==> src/rtl/cache_controller_param_if.sv <==
// CPU / memory side signal bundle for the parametrised direct-mapped cache controller.
// The controller attaches through the slave modport; the CPU/memory model attaches through master.
interface cache_controller_param_if #(
  parameter int ADDR_W   = 10,
  parameter int INDEX_W  = 5,
  parameter int OFFSET_W = 2
);
  localparam int TAG_W = ADDR_W - INDEX_W - OFFSET_W;

  logic                read;
  logic                write;
  logic                flush;
  logic [ADDR_W-1:0]   Adr;
  logic                mem_ready;
  logic                stall;
  logic                hit1_miss0;
  logic                WE_cache;
  logic                fill_sel;
  logic [INDEX_W-1:0]  block_num;
  logic [OFFSET_W-1:0] offset;
  logic [TAG_W-1:0]    tag;
  logic                mem_req;
  logic                WE_mem;
  logic [ADDR_W-1:0]   mem_Adr;

  modport master (
    output read, write, flush, Adr, mem_ready,
    input  stall, hit1_miss0, WE_cache, fill_sel, block_num, offset, tag,
           mem_req, WE_mem, mem_Adr
  );

  modport slave (
    input  read, write, flush, Adr, mem_ready,
    output stall, hit1_miss0, WE_cache, fill_sel, block_num, offset, tag,
           mem_req, WE_mem, mem_Adr
  );
endinterface

==> src/rtl/cache_controller_param.sv <==
// Direct-mapped cache controller with internal tag/valid arrays, multi-cycle block refill,
// write-through stores (optional write-allocate) and a sequential flush. Control only, no data path.
//
// state  | meaning
// IDLE   | combinational lookup on Adr; read hits complete with zero wait states
// REFILL | fetch one block word per mem_ready, then mark the line valid
// WRITE  | write-through store to memory; cache word updated only on a hit
// FLUSH  | clear one valid bit per cycle, index counter fctr
module cache_controller_param #(
  parameter int ADDR_W         = 10,
  parameter int INDEX_W        = 5,
  parameter int OFFSET_W       = 2,
  parameter int WRITE_ALLOCATE = 0
) (
  input logic CLK,
  input logic RST,
  cache_controller_param_if.slave bus
);
  localparam int TAG_W = ADDR_W - INDEX_W - OFFSET_W;
  localparam int NBLK  = 1 << INDEX_W;

  typedef enum logic [1:0] {IDLE, REFILL, WRITE, FLUSH} state_t;

  state_t              r_state, w_next;
  logic [NBLK-1:0]     r_valid;
  logic [TAG_W-1:0]    r_tagarr [NBLK];
  logic [ADDR_W-1:0]   r_req_addr;
  logic [OFFSET_W-1:0] r_cnt;
  logic [INDEX_W-1:0]  r_fctr;

  logic [INDEX_W-1:0]  w_idx, w_req_idx;
  logic [TAG_W-1:0]    w_tag, w_req_tag;
  logic                w_hit, w_req_hit, w_fill_last;

  assign w_idx       = bus.Adr[OFFSET_W +: INDEX_W];
  assign w_tag       = bus.Adr[ADDR_W-1 -: TAG_W];
  assign w_req_idx   = r_req_addr[OFFSET_W +: INDEX_W];
  assign w_req_tag   = r_req_addr[ADDR_W-1 -: TAG_W];
  assign w_hit       = r_valid[w_idx] && (r_tagarr[w_idx] == w_tag);
  assign w_req_hit   = r_valid[w_req_idx] && (r_tagarr[w_req_idx] == w_req_tag);
  assign w_fill_last = (r_state == REFILL) && bus.mem_ready && (r_cnt == '1);

  always_comb begin
    w_next         = r_state;
    bus.stall      = 1'b0;
    bus.hit1_miss0 = 1'b0;
    bus.WE_cache   = 1'b0;
    bus.fill_sel   = 1'b0;
    bus.block_num  = w_idx;
    bus.offset     = bus.Adr[OFFSET_W-1:0];
    bus.tag        = w_tag;
    bus.mem_req    = 1'b0;
    bus.WE_mem     = 1'b0;
    bus.mem_Adr    = '0;
    // Outputs are gated by reset so an abort drops memory/cache strobes without waiting for a clock.
    if (RST) begin
      case (r_state)
        IDLE: begin
          bus.hit1_miss0 = w_hit;
          if (bus.flush) begin
            bus.stall = 1'b1;
            w_next    = FLUSH;
          end else if (bus.write) begin
            bus.stall = 1'b1;
            w_next    = (!w_hit && (WRITE_ALLOCATE != 0)) ? REFILL : WRITE;
          end else if (bus.read && !w_hit) begin
            bus.stall = 1'b1;
            w_next    = REFILL;
          end
        end
        REFILL: begin
          bus.stall     = 1'b1;
          bus.mem_req   = 1'b1;
          bus.block_num = w_req_idx;
          bus.tag       = w_req_tag;
          bus.offset    = r_cnt;
          bus.mem_Adr   = {r_req_addr[ADDR_W-1:OFFSET_W], r_cnt};
          if (bus.mem_ready) begin
            bus.WE_cache = 1'b1;
            bus.fill_sel = 1'b1;
            if (r_cnt == '1) w_next = IDLE;
          end
        end
        WRITE: begin
          bus.stall     = !bus.mem_ready;
          bus.mem_req   = 1'b1;
          bus.WE_mem    = 1'b1;
          bus.block_num = w_req_idx;
          bus.tag       = w_req_tag;
          bus.offset    = r_req_addr[OFFSET_W-1:0];
          bus.mem_Adr   = r_req_addr;
          if (bus.mem_ready) begin
            bus.WE_cache = w_req_hit;
            w_next       = IDLE;
          end
        end
        FLUSH: begin
          bus.stall     = 1'b1;
          bus.block_num = r_fctr;
          if (r_fctr == '1) w_next = IDLE;
        end
        default: w_next = IDLE;
      endcase
    end
  end

  always_ff @(posedge CLK or negedge RST) begin
    if (!RST) begin
      r_state    <= IDLE;
      r_valid    <= '0;
      r_cnt      <= '0;
      r_fctr     <= '0;
      r_req_addr <= '0;
    end else begin
      r_state <= w_next;
      if (r_state == IDLE && w_next != IDLE) r_req_addr <= bus.Adr;
      if (r_state == REFILL && bus.mem_ready) r_cnt <= r_cnt + 1'b1;
      if (w_fill_last) r_valid[w_req_idx] <= 1'b1;
      if (r_state == FLUSH) begin
        r_valid[r_fctr] <= 1'b0;
        r_fctr          <= r_fctr + 1'b1;
      end
    end
  end

  // Tags need no reset: a line is never consulted while its valid bit is clear.
  always_ff @(posedge CLK) begin
    if (w_fill_last) r_tagarr[w_req_idx] <= w_req_tag;
  end
endmodule
==> src/flat_wrapper.sv <==
// flat-port wrapper written by rule: the top's interface ports become plain ports
module cache_controller_param_flat 
#(
  parameter int ADDR_W         = 10,
  parameter int INDEX_W        = 5,
  parameter int OFFSET_W       = 2,
  parameter int WRITE_ALLOCATE = 0
)
  (CLK, RST, bus_read, bus_write, bus_flush, bus_Adr, bus_mem_ready, bus_stall, bus_hit1_miss0, bus_WE_cache, bus_fill_sel, bus_block_num, bus_offset, bus_tag, bus_mem_req, bus_WE_mem, bus_mem_Adr);
  cache_controller_param_if #(.ADDR_W(ADDR_W), .INDEX_W(INDEX_W), .OFFSET_W(OFFSET_W)) bus_i ();
  input logic CLK;
  input logic RST;
  input wire logic [$bits(bus_i.read)-1:0] bus_read;
  input wire logic [$bits(bus_i.write)-1:0] bus_write;
  input wire logic [$bits(bus_i.flush)-1:0] bus_flush;
  input wire logic [$bits(bus_i.Adr)-1:0] bus_Adr;
  input wire logic [$bits(bus_i.mem_ready)-1:0] bus_mem_ready;
  output wire logic [$bits(bus_i.stall)-1:0] bus_stall;
  output wire logic [$bits(bus_i.hit1_miss0)-1:0] bus_hit1_miss0;
  output wire logic [$bits(bus_i.WE_cache)-1:0] bus_WE_cache;
  output wire logic [$bits(bus_i.fill_sel)-1:0] bus_fill_sel;
  output wire logic [$bits(bus_i.block_num)-1:0] bus_block_num;
  output wire logic [$bits(bus_i.offset)-1:0] bus_offset;
  output wire logic [$bits(bus_i.tag)-1:0] bus_tag;
  output wire logic [$bits(bus_i.mem_req)-1:0] bus_mem_req;
  output wire logic [$bits(bus_i.WE_mem)-1:0] bus_WE_mem;
  output wire logic [$bits(bus_i.mem_Adr)-1:0] bus_mem_Adr;
  assign bus_i.read = bus_read;
  assign bus_i.write = bus_write;
  assign bus_i.flush = bus_flush;
  assign bus_i.Adr = bus_Adr;
  assign bus_i.mem_ready = bus_mem_ready;
  assign bus_stall = bus_i.stall;
  assign bus_hit1_miss0 = bus_i.hit1_miss0;
  assign bus_WE_cache = bus_i.WE_cache;
  assign bus_fill_sel = bus_i.fill_sel;
  assign bus_block_num = bus_i.block_num;
  assign bus_offset = bus_i.offset;
  assign bus_tag = bus_i.tag;
  assign bus_mem_req = bus_i.mem_req;
  assign bus_WE_mem = bus_i.WE_mem;
  assign bus_mem_Adr = bus_i.mem_Adr;
  cache_controller_param #(.ADDR_W(ADDR_W), .INDEX_W(INDEX_W), .OFFSET_W(OFFSET_W), .WRITE_ALLOCATE(WRITE_ALLOCATE)) u_core (.CLK(CLK), .RST(RST), .bus(bus_i));
endmodule
==> config.mk <==
export PLATFORM = sky130hd
export DESIGN_NAME = cache_controller_param_flat
export DESIGN_NICKNAME = d
export VERILOG_FILES = /design/src/rtl/cache_controller_param_if.sv /design/src/rtl/cache_controller_param.sv /design/src/flat_wrapper.sv
export SDC_FILE = /design/constraint.sdc
export NUM_CORES = 1
export LEC_CHECK = 0
export CORE_MARGIN = 4
export CORE_UTILIZATION = 29
export DETAILED_ROUTE_END_ITERATION = 8
export GPL_ROUTABILITY_DRIVEN = 0
export PLACE_DENSITY = 0.48
export REMOVE_ABC_BUFFERS = 1
export SLEW_MARGIN = 30
export SYNTH_ARGS = -nofsm -noshare
export SYNTH_HDL_FRONTEND = slang
export SYNTH_SLANG_ARGS = --single-unit
==> constraint.sdc <==
create_clock -name CLK -period 7.4 [get_ports CLK]
set_clock_uncertainty 0.15 [all_clocks]
set_input_delay 1.48 -clock CLK [delete_from_list [all_inputs] [get_ports CLK]]
set_output_delay 1.48 -clock CLK [all_outputs]
set_load 0.02 [all_outputs]
[Word level (Yosys, flattened, before mapping)]
Memory sizes are Yosys's and may differ from the RTL's.
Cells that the tools add are included.
Storage, ports and cells
  register bits: 51
  latch bits: 0
  bits in writable memories: 96
  bits in read-only memories: 0
  input port bits: 16
  output and inout port bits: 26
  word-level logic and storage cells: 83
  memories kept: 1
Memory list
  u_core.r_tagarr: depth 32, bits a word 3, rd ports 2, clocked after memory_dff 0, write ports 1, line cache_controller_param.sv:26  | logic [TAG_W-1:0] r_tagarr [NBLK];
Cells by class
  add/subtract/negate cells: 2
  multiply operators: 0
  div/mod/pow operators: 0
  magnitude comparators: 5
  eq/ne operators: 7
  shift operators: 0
  muxes and demuxes: 46
  bitwise logic cells: 3
  reduce and logical (&&, ||, !) cells: 14
Operators with widths (number)
  2-to-1 mux 32 bit: 2
  AND 32 bit: 1
  NOT 32 bit: 1
  bitwise OR 32 bit: 1
  2-to-1 mux 1 bit: 21
  one-hot mux 10 bit (2 select lines): 1
  less-than comparator 5 x 6 -> 1 bit (second input constant): 3
  2-to-1 mux 2 bit: 9
  binary-select mux 1 bit (select 5 bit): 2
  demux 1 bit (select 5 bit): 2
  greater-or-equal comparator 5 x 1 -> 1 bit (second input constant): 2
  2-to-1 mux 10 bit: 1
  one-hot mux 5 bit (2 select lines): 1
  logical AND 1 bit: 8
  one-hot mux 2 bit (4 select lines): 1
  equality test 2 bit (second input constant): 3
  equality test 3 bit: 2
  2-to-1 mux 3 bit: 2
  adder 5 x 1 -> 5 bit (second input constant): 1
  equality test 5 bit (second input constant): 1
  2-to-1 mux 5 bit: 1
  one-hot mux 2 bit (2 select lines): 1
  OR reduction 2 bit: 2
  one-hot mux 1 bit (3 select lines): 1
  other kinds (6): 7

[Logic depth before layout (Yosys ltp)]
Gate-level depths: netlist of run 1.
  word-level depth: 12
  depth in mapped cells: 13
  depth with buffers taken out: 11

[Worst setup path after synthesis of run 1]
Ideal clock, no wire load.
  kind: input port to output port
  from: input bus_Adr[2]
  to: output bus_stall
  arrival time: 3.247 ns
  data required time: 5.770 ns
  setup slack: 2.523 ns
  stages on the path: 10
  buffers on the path: 2
  cell sequence: buf_6 buf_4 mux4_2 nand3_1 nand3_1 a21o_1 and2_4 nand2_1 nand2_1 a21oi_1
Between the ends
  word-level cells in the longest chain between the ends: 10
  elaborated cells on any way between the ends: 12
  those cells by class: eq/ne: 1; mux: 7; reduce/logical: 3; memory: 1
Ends and longest elaborated chain
  start: declaration: line flat_wrapper.sv:16  | input wire logic [$bits(bus_i.Adr)-1:0] bus_Adr;
  memory (32 x 3 bit) / binary-select mux 1 bit (select 5 bit) (equally long branches)
  equality test 3 bit / 2-to-1 mux 1 bit (equally long branches): line cache_controller_param.sv:39  | assign w_hit = r_valid[w_idx] && (r_tagarr[w_idx] == w_tag);
  logical AND 1 bit (*): line cache_controller_param.sv:39
  zero test 1 bit (*)
  logical AND 1 bit (*): line cache_controller_param.sv:66  | end else if (bus.read && !w_hit) begin
  2-to-1 mux 1 bit (*): line cache_controller_param.sv:66
  2-to-1 mux 1 bit (*): line cache_controller_param.sv:63  | end else if (bus.write) begin
  2-to-1 mux 1 bit (*): line cache_controller_param.sv:60  | if (bus.flush) begin
  one-hot mux 1 bit (3 select lines) (*): line cache_controller_param.sv:57  | case (r_state)
  2-to-1 mux 1 bit (*): line cache_controller_param.sv:56  | if (RST) begin
  end: declaration: line flat_wrapper.sv:18  | output wire logic [$bits(bus_i.stall)-1:0] bus_stall;
Every way passes the cells marked *; elsewhere a longest branch is shown, timed or not. The select of a mux whose other input is x is not followed.

[Worst setup path after layout of run 1]
Ends and elaborated chain as after synthesis.

==> results of run 1 <==
-- cell families (layout without fill, tap and decap cells) --
logic type | after synthesis | after routing | share of synthesized area
AOI/OAI and AO/OA | 147 | 147 | 0.130
xor gates and xnor gates | 9 | 9 | 0.00974
adders and majority gates | 10 | 10 | 0.0155
buffers and inverters | 64 | 101 | 0.0439
DFF | 147 | 147 | 0.514
muxes | 94 | 94 | 0.179
and+or+nand+nor | 189 | 189 | 0.108
-- critical path, stage by stage --
cell	delay, ns
clkdlybuf4s50_1	1.05
nor2b_1	0.32
a22oi_1	0.28
a21oi_1	0.11
nor4_2	0.49
xnor2_1	0.15
and2_4	0.17
nand2_1	0.13
nand2_1	0.07
a21oi_1	0.12
clkdlybuf4s50_1	0.62
-- state kept, by name (all words and copies together), names as in the netlist --
signal             count
u_core.r_tagarr       96
u_core.r_fctr          5
u_core.r_req_addr     10
u_core.r_cnt           2
u_core.r_state         2
u_core.r_valid        32
-- area by class of cell --
type                            count  area, µm²  area share
Clock buffer                       18        429      0.0463
Timing Repair Buffer               52        485      0.0523
Clock inverter                     13       88.8     0.00958
Inverter                           18       67.6     0.00729
Tap cell                          372        465      0.0502
Multi-Input combinational cell    449       3580       0.386
Sequential cell                   147       4160       0.449
-- synthesized netlist by cell type, types with 3 or more instances --
cell       count  area [µm²]
mux4_2        40         901
and3_1         4        25.0
buf_6          6        67.6
xnor2_1        8        70.1
a21o_1         4        30.0
nor3_1         5        25.0
nand4_1        3        18.8
edfxtp_1      96        2880
a2bb2oi_1     10        87.6
nor2_1        86         323
buf_2          4        20.0
o2111ai_1     11        96.3
dfrtp_1       51        1280
o211ai_2      10         125
nand2b_1       9        56.3
o21ai_0        7        35.0
inv_1         18        67.6
ha_1          10         125
nand3_1        8        40.0
a22oi_1       33         248
o22ai_1        4        25.0
nand2_1       42         158
a31oi_1        3        18.8
clkbuf_1      23        86.3
a21oi_1       50         250
buf_1          5        18.8
and2_1        12        75.1
mux2_2         6        67.6
mux2i_1       48         480
nor2b_1        7        43.8
-- worst max-delay path by stage --
stage,startpoint,endpoint,slack (ns)
after CTS,bus_Adr[2],bus_stall,0.80
after global placement,bus_Adr[2],bus_stall,0.92
after floorplan,u_core.r_req_addr[2],bus_WE_cache,2.44
after global routing,bus_Adr[2],bus_stall,0.51
after detailed placement,bus_Adr[2],bus_hit1_miss0,0.81
final,bus_Adr[2],bus_stall,0.77
-- report_power, final --
| part | internal (mW) | switching [mW] | total [mW] |
|---|---|---|---|
| combinational | 0.529 | 0.720 | 1.25 |
| sequential | 1.05 | 0.202 | 1.25 |
| clock | 0.424 | 0.348 | 0.772 |
| total | 2.00 | 1.27 | 3.27 |
-- layer usage --
metal	GRT usage	vias to the layer above	part of all wire	routed length (µm)
li1	-	2560	-	-
met1	0.217	2991	0.44	10700
met2	0.274	230	0.49	12100
met3	0.0290	36	0.055	1340
met4	0.0406	0	0.017	421
met5	0	-	0	0
-- metrics by stage --
step | util | hold WS, ns | cells | area, µm² | total power, mW
final | 0.341 | 0.362 | 1069 | 9270 | 3.27
after global routing | 0.341 | 0.383 | 1069 | 9270 | 3.43
after CTS | 0.341 | 0.369 | 1069 | 9270 | 3.28
after detailed placement | 0.322 | 0.356 | 1038 | 8760 | 2.51
after global placement | 0.322 | 0.348 | 1038 | 8760 | 2.49
after floorplan | - | 0.324 | 614 | 7800 | 2.00
==> metrics list, run 1 <==
- The flow ran to the end, and the final reports show no timing, DRC or antenna violations.
- After global routing the overflow that remains totals 0.
- For the worst setup path, the data arrival time is 5.00 ns.
* Post-synth EDFFs: 96
* Synthesized cell area: 8090 µm²
- After synthesis, the netlist uses 56 different library cells.
- In the final design database the tool counted 711 nets.
- Mean instance size in the synthesized netlist: 12.3 µm²
- Site Rows: 60
* Layout area overhead: 14.6%
* Launch instance of the worst register-to-register path: u_core.r_state[1]
- The H-tree was split into 4 levels.
- In this run the register-to-register setup slack is 3.98 ns.
* End of the worst hold path: u_core.r_cnt[0]
- Fillcell total: 2763
- CTS Hold Bufs: 0
- In the final layout, the share of cells above drive strength 1 is 0.154.
- DR DRC count: 0
* CTS Root Cell: clkbuf_16
- Vias per inst: 5.44
- Post-CTS timing repair inserted 0 buffers for setup.
- The clock period could shrink to 6.63 ns.
- The first global-routing pass estimated 37700 µm of wire.
- Terminus of the critical flop-to-flop path: u_core.r_req_addr[5]
- During placement, the flow inserted port buffers numbering 41.
- The critical path is of the input pin to output pin type.
- CTS-repair resized insts: 0
* Register clock-pin slew on the reported worst setup and hold paths: 0.06 ns
- Of the synthesized area, sequential elements account for 0.514.
- The number of hold violations in the final report is 0.
- Avg WL per Cell: 23.0 µm
* TritonCTS sink count: 147
* Height of the die: 175 µm
* First-iteration detailed-routing DRC count: 422
* Post-route antenna net violation count: 0
- In this run, CTS created clock tree buffers numbering 17.
- Worst Hold Launch: u_core.r_cnt[0]
- Starting density of the core: 0.298
- TritonCTS built the clock tree.
- Post-synth top flop: edfxtp_1
- Initial DRT Pass Iterations: 5
* Post-layout worst setup margin: 0.766 ns
* Synthesis-stage register bit count: 147
- Most common cell after layout, fill and taps aside: edfxtp_1
* Largest net degree at the start of global routing: 38
- For this design the ratio of total power to cell area is 352 nW/µm².
- Headroom to the max-slew limit came out at 0.407.
* DIE AREA: 30600 µm²
- Final worst path period share: 0.896
- STA classifies the critical path endpoint as an output pin.
- For the pin with the worst max-slew slack, the measured transition is 0.887 ns.
- Max Cap Viol: 0
- OpenSTA, run right after detailed placement, puts the worst setup slack at 0.811 ns.
* Final setup fails: 0
- Worst hold path stage count: 1
- The initial antenna violation count came to 0.
- The max-slew violation count is 0.
- During synthesis, Yosys emitted a total of 0 warnings.
* Worst path required time: 5.77 ns
- Leaving out fill and tap cells, the most frequent cells in the layout are edfxtp_1, nor2_1, a21oi_1, dfrtp_1, mux2i_1.
* Worst IR Drop VDD: 0.165 mV
- Total negative slack for setup checks: 0 ns
* Via count of the first global-routing pass: 5990
- Horizontal die dimension: 175 µm
- For the worst flop-to-flop path, the logic depth is 7.
- Derived from the worst setup path, the maximum achievable clock frequency is 151 MHz.
- In this run the count of I/O pins placed on the die edge is 42.
- The worst setup path is launched from an input pin.
* Number of vias after detailed routing: 5817
- Post-DP HPWL: 17900 µm
- For this run, the total global-route usage over all layers was measured as 0.162.
* Post-synth ARST share: 0.347
* Core region area: 27200 µm²
- The analysis attributes to cell leakage a power of 3.39 nW.
- Total Wirelength: 24600 µm
- Setup repair after global routing left no endpoint under its margin.
* Worst Hold Class: register to register
- Number of diodes added for antenna fixing: 0
- CP Max Fanout: 16
- Synthesis produced 660 cells.
- Maximum root-to-sink buffer count: 2
- The clock reaches the later pin of the worst-skew pair after 0.43 ns.
No activity file was read; power rests on OpenSTA's default activity.
==> run 2: changes to the inputs <==
--- a/config.mk
+++ b/config.mk
@@ -5,11 +5,12 @@
 export SDC_FILE = /design/constraint.sdc
 export NUM_CORES = 1
 export LEC_CHECK = 0
+export ABC_AREA = 1
 export CORE_MARGIN = 4
 export CORE_UTILIZATION = 29
 export DETAILED_ROUTE_END_ITERATION = 8
 export GPL_ROUTABILITY_DRIVEN = 0
-export PLACE_DENSITY = 0.48
+export PLACE_DENSITY = 0.55
 export REMOVE_ABC_BUFFERS = 1
 export SLEW_MARGIN = 30
 export SYNTH_ARGS = -nofsm -noshare
==> metrics list, run 2 <==
* Status: finished clean
- Max_slew headroom: 0.422 (+0.0150)
* Antenna violations before repair: 0 (unchanged)
- Setup crit end kind: output pin
- The number of placement rows was 59 (-1.7%).
- Number of I/O pins: 42 (unchanged)
- Main combinational cell family by area after synthesis: simple AND/OR/NAND/NOR gates
- Setup repair after global routing left no endpoint under its margin.
- Count of buffers from port buffering: 41 (unchanged)
- Maximum operating frequency: 159 MHz (+5.5%)
- The global-route usage over all layers is 0.176 (+0.0141).
- Post-synth top cells: nand2_1, nor2_1, nand3_1
- The critical path in this run is classified as input pin to output pin.
- The global-route wire length before repair came to 39200 µm (+4.0%).
- The via count of the first global-routing pass came to 6527 (+9.0%).
- Share of post-route cells with drive strength above 1: 0.0562 (-0.0973)
- The number of cells upsized or downsized after cts is 0 (unchanged).
* Final setup fails: 0 (unchanged)
- The share of synthesized area occupied by flip-flops and latches is 0.537 (+0.0228).
* Routed met2 length: 11600 µm (-3.7%)
- The cell count after synthesis came to 901 (+37%).
- Total negative slack for setup checks: 0 ns (unchanged)
- In the final layout, the registers with the most flip-flops are u_core.r_tagarr: 96 flops, u_core.r_valid: 32 flops, u_core.r_req_addr: 10 flops.
* Count of yosys warnings during synthesis: 0 (unchanged)
* Final worst path period share: 0.850 (-0.0467)
- The routed length per instance came to 20.1 µm (-13%).
- Post-synthesis compound-gate area fraction: 0.129 (-0.00149)
- Register clock-pin slew on the reported worst setup and hold paths: 0.06 ns (about the same)
- Starting density of the core: 0.296 (-0.00128)
* Post-synth top flop: edfxtp_1
- Max reg flops: 96 (unchanged)
- The antenna cell count came to 0 (unchanged).
- Traced cell by cell, the critical path runs through clkdlybuf4s50_1 -> inv_2 -> nand3_1 -> nand3_1 -> nand2_1 -> nand2_1 -> nand3_1 -> nand2_1 -> nand2_1 -> nand2_1 -> nor2_1 -> nand2_1 -> nand2_1 -> a221oi_1 -> clkdlybuf4s50_1.
* Fin crit period: 6.29 ns (-0.346 ns)
- Post-route antenna net violation count: 0 (unchanged)
* Post-DP HPWL: 17500 µm (-2.4%)
- Leaving out fill and tap cells, the most frequent cells in the layout are nand2_1, nor2_1, nand3_1, edfxtp_1, a21oi_1.
- The first-pass iteration count of the detailed router was 5 (unchanged).
- Area leader, netlist: edfxtp_1
- The sum of met3 wire segment lengths after detailed routing came to 1920 µm (+43%).
* Fillcell total: 2760 (-0.11%)
* Share of synthesized area spent on multiplexers: 0 (-0.179)
- TritonCTS built the clock tree.
- The remaining global-route overflow is 0 (unchanged).
* Pin slew with the least headroom to its limit: 0.866 ns (-0.0207 ns)
- The number of hold violations in the final report is 0 (unchanged).
- Portion of synthesized cell area occupied by the leading cell type: 0.372 (+0.0158)
- The number of DRC violations after detailed-routing iteration 0 came to 647 (+53%).
- Worst-case hold slack: 0.326 ns (-0.0353 ns)
- Synthesis-stage register bit count: 147 (unchanged)
* Skew-Pair Late Insertion Delay: 0.44 ns (about the same)
- The worst setup path is launched from an input pin.
* Number of vias after detailed routing: 6844 (+18%)
- The power per cell area came to 370 nW/µm² (+5.0%).
- The number of enable flip-flop cells after synthesis is 96 (unchanged).
* Highest cell delay on the worst timing path: 0.67 ns (-0.38 ns)
* Largest net degree at the start of global routing: 73 (+92%)
- The average instance area after synthesis is 8.60 µm² (-30%).
- Wl on met1: 11600 µm (+7.9%)
- The area of the die is 29400 µm² (-4.1%).
- The area share of fa/ha/maj cells after synthesis is 0.0162 (+0.000687).
- In the post-synthesis netlist, the biggest area contributors are edfxtp_1, dfrtp_1, nand2_1.
* Top routing layer used: met4
- Worst Hold Class: register to register
- The level count of the clock H-tree is 4 (unchanged).
- The max capacitance violation total is 0 (unchanged).
* DR DRC count: 0 (unchanged)
- The post-CTS repair timing setup buffer count was 0 (unchanged).
- The CTS buffer count came to 17 (unchanged).
* Largest Register: u_core.r_tagarr
- The die width is 171 µm (-2.1%).
* Layout Nets: 956 (+34%)
- Number of distinct library cells after synthesis: 32 (-43%)
* Height of the die: 171 µm (-2.1%)
- The share of synthesized cell area in and, or, nand and nor gates came to 0.253 (+0.146).
- Most common cell after layout, fill and taps aside: nand2_1
- The xor and xnor fraction of the mapped netlist area is 0.00678 (-0.00296).
- The root buffer cell chosen for the clock tree is clkbuf_16.
- Post-synth ARST share: 0.347 (unchanged)
- Synthesized cell area: 7750 µm² (-4.3%)
* Vias per inst: 5.36 (-1.6%)
- Leakage component of the power: 3.54 nW (+4.3%)
- The standard cell core area came to 26100 µm² (-3.8%).
- The worst path required time is 5.77 ns (about the same).
* Layout area overhead: 16.4%
* CP Max Fanout: 37 (+21)
* Crit path max-delay cell type: clkdlybuf4s50_1
- Maximum root-to-sink buffer count: 2 (unchanged)
* Most frequent cell after synthesis: nand2_1
- Total Wirelength: 25600 µm (+4.4%)
- Data arrival at the endpoint of the critical path: 4.66 ns (-0.34 ns)
- The max-slew violation count came to 0 (unchanged).
- Cell repeated most along the worst path: nand2_1
* Worst IR Drop VDD: 0.212 mV (+29%)
- The number of buffers inserted for hold repair after clock tree synthesis is 0 (unchanged).
- TritonCTS sink count: 147 (unchanged)
-- run 2: power by group --
part	switching [mW]	total [mW]	internal, mW	leakage (nW)
sequential	0.111	1.18	1.07	1.54
combinational	0.896	1.31	0.415	1.73
clock	0.358	0.849	0.491	0.265
-- run 2: cells by family after synthesis --
logic type               Yosys count
adder cells (fa/ha/maj)           10
XOR/XNOR                           6
flip-flops                       147
AND/OR/NAND/NOR                  472
buffers and inverters            105
AO/OA/AOI/OAI                    161
-- run 2: per-layer routing --
metal / track usage / vias to the layer above
met5: 0 / -
met2: 0.273 / 316
met1: 0.247 / 3301
li1: - / 3186
met3: 0.0400 / 41
met4: 0.0527 / 0
-- run 2: path summary, 6_finish.rpt --
path,startpoint,end,slack [ns],cells after the start
setup / recovery,bus_Adr[3],bus_stall,1.11,15
hold / removal,u_core.r_req_addr[1],u_core.r_req_addr[1],0.33,2
setup reg to reg,u_core.r_req_addr[2],u_core.r_tagarr[17][0],4.16,5
hold reg to reg,u_core.r_req_addr[1],u_core.r_req_addr[1],0.33,2
max in group asynchronous,RST,u_core.r_valid[21],5.52,2
min in group asynchronous,RST,u_core.r_req_addr[0],1.07,2
-- run 2: critical path, delay by kind of cell --
family	cells	cell delay (ns)
buf+inv	3	1.72
compound gates	1	0.29
simple gates	11	1.16
-- run 2: final cells by class --
| cell class | instances | area [µm²] | area share |
|---|---|---|---|
| clock inverters | 15 | 141 | 0.0157 |
| clock buffers | 17 | 425 | 0.0472 |
| inverters | 61 | 231 | 0.0257 |
| well taps | 335 | 419 | 0.0465 |
| flip-flops and latches | 147 | 4160 | 0.461 |
| repair buffers | 54 | 498 | 0.0552 |
| multi-input cells | 649 | 3140 | 0.348 |
-- run 2: stage by stage --
stage               instance area, µm²  cells  total power [mW]  worst slack [ns]  utilization
floorplan                         7520    857              1.96              2.51            -
global placement                  8450   1246              2.48              1.18        0.323
detailed placement                8450   1246              2.49              1.15        0.323
CTS                               9010   1278              3.33              1.11        0.345
global route                      9010   1278              3.51             0.851        0.345
finish                            9010   1278              3.34              1.11        0.345
==> run 3: changes to the inputs <==
==> constraint.sdc (replaced) <==
create_clock -name CLK -period 6.29 [get_ports CLK]
set_clock_uncertainty 0.15 [all_clocks]
set_input_delay 1.258 -clock CLK [delete_from_list [all_inputs] [get_ports CLK]]
set_output_delay 1.258 -clock CLK [all_outputs]
set_load 0.02 [all_outputs]
==> metrics list, run 3 (same netlist as run 2, synthesis figures left out) <==
- The number of endpoints failing setup at the final stage is 0 (unchanged).
* Status: finished clean
* CTS Root Cell: clkbuf_16
- The slew of the pin with the lowest slew margin came to 0.971 ns (+0.104 ns).
- Worst Hold Launch: u_core.r_req_addr[0]
- The filler cell count was 2734 (-0.94%).
- The area of the die came to 29400 µm² (unchanged).
* Site Rows: 59 (unchanged)
- The power per cell area was 431 nW/µm² (+16%).
- The worst path required time was 4.88 ns (-0.89 ns).
* Leakage component of the power: 3.57 nW (+0.91%)
- The post-detailed-route via-to-cell ratio was 5.35 (-0.11%).
* Post-DP HPWL: 18100 µm (+3.5%)
- The max capacitance violation total is 0 (unchanged).
- The level count of the clock H-tree was 4 (unchanged).
- Fin crit period: 5.58 ns
- Starting density of the core: 0.296 (unchanged)
- The worst endpoint data arrival time was 4.17 ns (-0.49 ns).
- The clock net sink count came to 147 (unchanged).
* First-iteration detailed-routing DRC count: 782 (+21%)
- Worst Hold Class: register to register
* Via count of the first global-routing pass: 6679 (+2.3%)
- The routed length per instance is 20.3 µm (+1.4%).
* Number of I/O pins: 42 (unchanged)
- Non-filler cells in the finished layout: 1280 (+0.16%)
* Critical setup path kind: input pin to output pin
- STA classifies the critical path startpoint as an input pin.
* Layout area overhead: 17.0%
- The worst hold path terminates at u_core.r_req_addr[0].
- The startpoint identified for the worst register-to-register timing path is u_core.r_fctr[0].
- Max reg flops: 96 (unchanged)
- The global-route usage over all layers is 0.181 (+0.00443).
- The setup TNS is 0 ns (unchanged).
- The number of nets still failing antenna checks after routing was 0 (unchanged).
* Flop-to-flop setup slack: 3.42 ns (-0.74 ns)
* Worst hold path stage count: 2 (unchanged)
- The clock slew at the register clock pins of the worst setup and hold paths is 0.06 ns (about the same).
- The peak fanout along the critical path was 17 (-54%).
- CTS-repair resized insts: 0 (unchanged)
* Top flop regs: u_core.r_tagarr: 96 flops, u_core.r_valid: 32 flops, u_core.r_req_addr: 10 flops
* Number of hold violations in the final report: 0 (unchanged)
* Layout Nets: 959 (+0.31%)
* Depth of the worst register-to-register path: 14 (+9)
* Antenna violations before repair: 0 (unchanged)
* Max_slew headroom: 0.352 (-0.0696)
* Slew Limit Fails: 0 (unchanged)
- The total wirelength of the detailed-routed design was 26000 µm (+1.5%).
- DR DRC count: 0 (unchanged)
- Unrepaired setup endpoints after global routing: no
- Final worst path period share: 0.887
- Horizontal die dimension: 171 µm (unchanged)
- Commonest non-fill, non-tap cells in the layout: nand2_1, nor2_1, nand3_1, edfxtp_1, a21oi_1
* Number of vias after detailed routing: 6847 (+0.044%)
- Static timing analysis puts the maximum clock frequency at 179 MHz.
- The global-route wire length before repair was 40000 µm (+2.2%).
* Aggregate global routing overflow: 0 (unchanged)
- Height of the die: 171 µm (unchanged)
* Num CTS Buffers: 17 (unchanged)
* Skew-Pair Late Insertion Delay: 0.44 ns (about the same)
- Post-Place Cells: 1249 (+0.24%)
- The number of buffers on the longest clock path came to 2 (unchanged).
- The largest net degree at the start of global routing was 59 (-19%).
* Terminus of the critical flop-to-flop path: u_core.r_req_addr[3]
* CTS Hold Bufs: 0 (unchanged)
- Core region area: 26100 µm² (unchanged)
* Number of diodes added for antenna fixing: 0 (unchanged)
- The ratio of cells with drive above 1 in the final layout came to 0.0614 (+0.00517).
* Number of post-CTS setup repair buffers: 0 (unchanged)
- Count of buffers from port buffering: 41 (unchanged)
* Largest Register: u_core.r_tagarr
- The first-pass iteration count of the detailed router is 5 (unchanged).
- Most common cell after layout, fill and taps aside: nand2_1
- Setup crit end kind: output pin
* Clock tree from TritonCTS: yes
- Worst IR Drop VDD: 0.188 mV (-11%)
run 3: changes by cell type in the layout (fill, tap and decap cells not counted), sizes merged:
| cell | delta |
|---|---|
| clkinv | -1 |
| buf | +3 |
| inv | +3 |
| clkinvlp | -2 |
| bufinv | -1 |
run 3: cell type report:
type	instances	area (µm²)	area share
flip-flops and latches	147	4160	0.459
repair buffers	57	558	0.0616
clock buffers	17	425	0.0469
inverters	61	229	0.0253
well taps	335	419	0.0463
multi-input cells	649	3140	0.347
clock inverters	14	131	0.0145
run 3: layer usage:
| layer | up-vias | share of wire | global-route usage |
|---|---|---|---|
| met5 | - | 0 | 0 |
| met4 | 0 | 0.022 | 0.0548 |
| met3 | 46 | 0.080 | 0.0400 |
| met2 | 309 | 0.45 | 0.277 |
| met1 | 3307 | 0.45 | 0.256 |
| li1 | 3185 | - | - |
run 3: power breakdown:
part | switching, mW | internal [mW]
logic | 1.06 | 0.492
clock network | 0.429 | 0.547
registers | 0.120 | 1.25
total | 1.61 | 2.29
run 3: worst max-delay path by stage:
| stage | slack, ns | end | from | cells after the start |
|---|---|---|---|---|
| 6_report | 0.71 | bus_stall | bus_Adr[4] | 14 |
| 5_1_grt | 0.53 | bus_stall | bus_Adr[4] | 14 |
| 4_1_cts | 0.71 | bus_stall | bus_Adr[4] | 12 |
| 3_5_place_dp | 0.73 | bus_stall | bus_Adr[4] | 12 |
| 3_3_place_gp | 0.78 | bus_stall | bus_Adr[4] | 14 |
| 2_1_floorplan | 1.84 | bus_stall | bus_Adr[2] | 13 |
run 3: metrics by stage:
stage	setup WS, ns	util	total power [mW]	hold slack [ns]	area [µm²]
global route	0.529	0.347	4.14	0.375	9060
detailed placement	0.731	0.325	2.93	0.321	8510
floorplan	1.84	-	2.31	0.292	7520
global placement	0.778	0.325	2.92	0.309	8510
finish	0.713	0.347	3.90	0.330	9060
CTS	0.714	0.347	3.91	0.335	9060
run 3: critical path, stage by stage:
cell             delay, ns
clkdlybuf4s50_1       0.54
clkinv_1              0.44
nand3_1               0.26
nand2_1               0.07
nand2_1               0.06
nand3_1               0.09
nand2_1               0.08
nand2_1               0.05
nand2_1               0.07
nor2_1                0.05
nand2_1               0.17
nand2_1               0.11
a221oi_1              0.27
clkdlybuf4s50_1       0.66
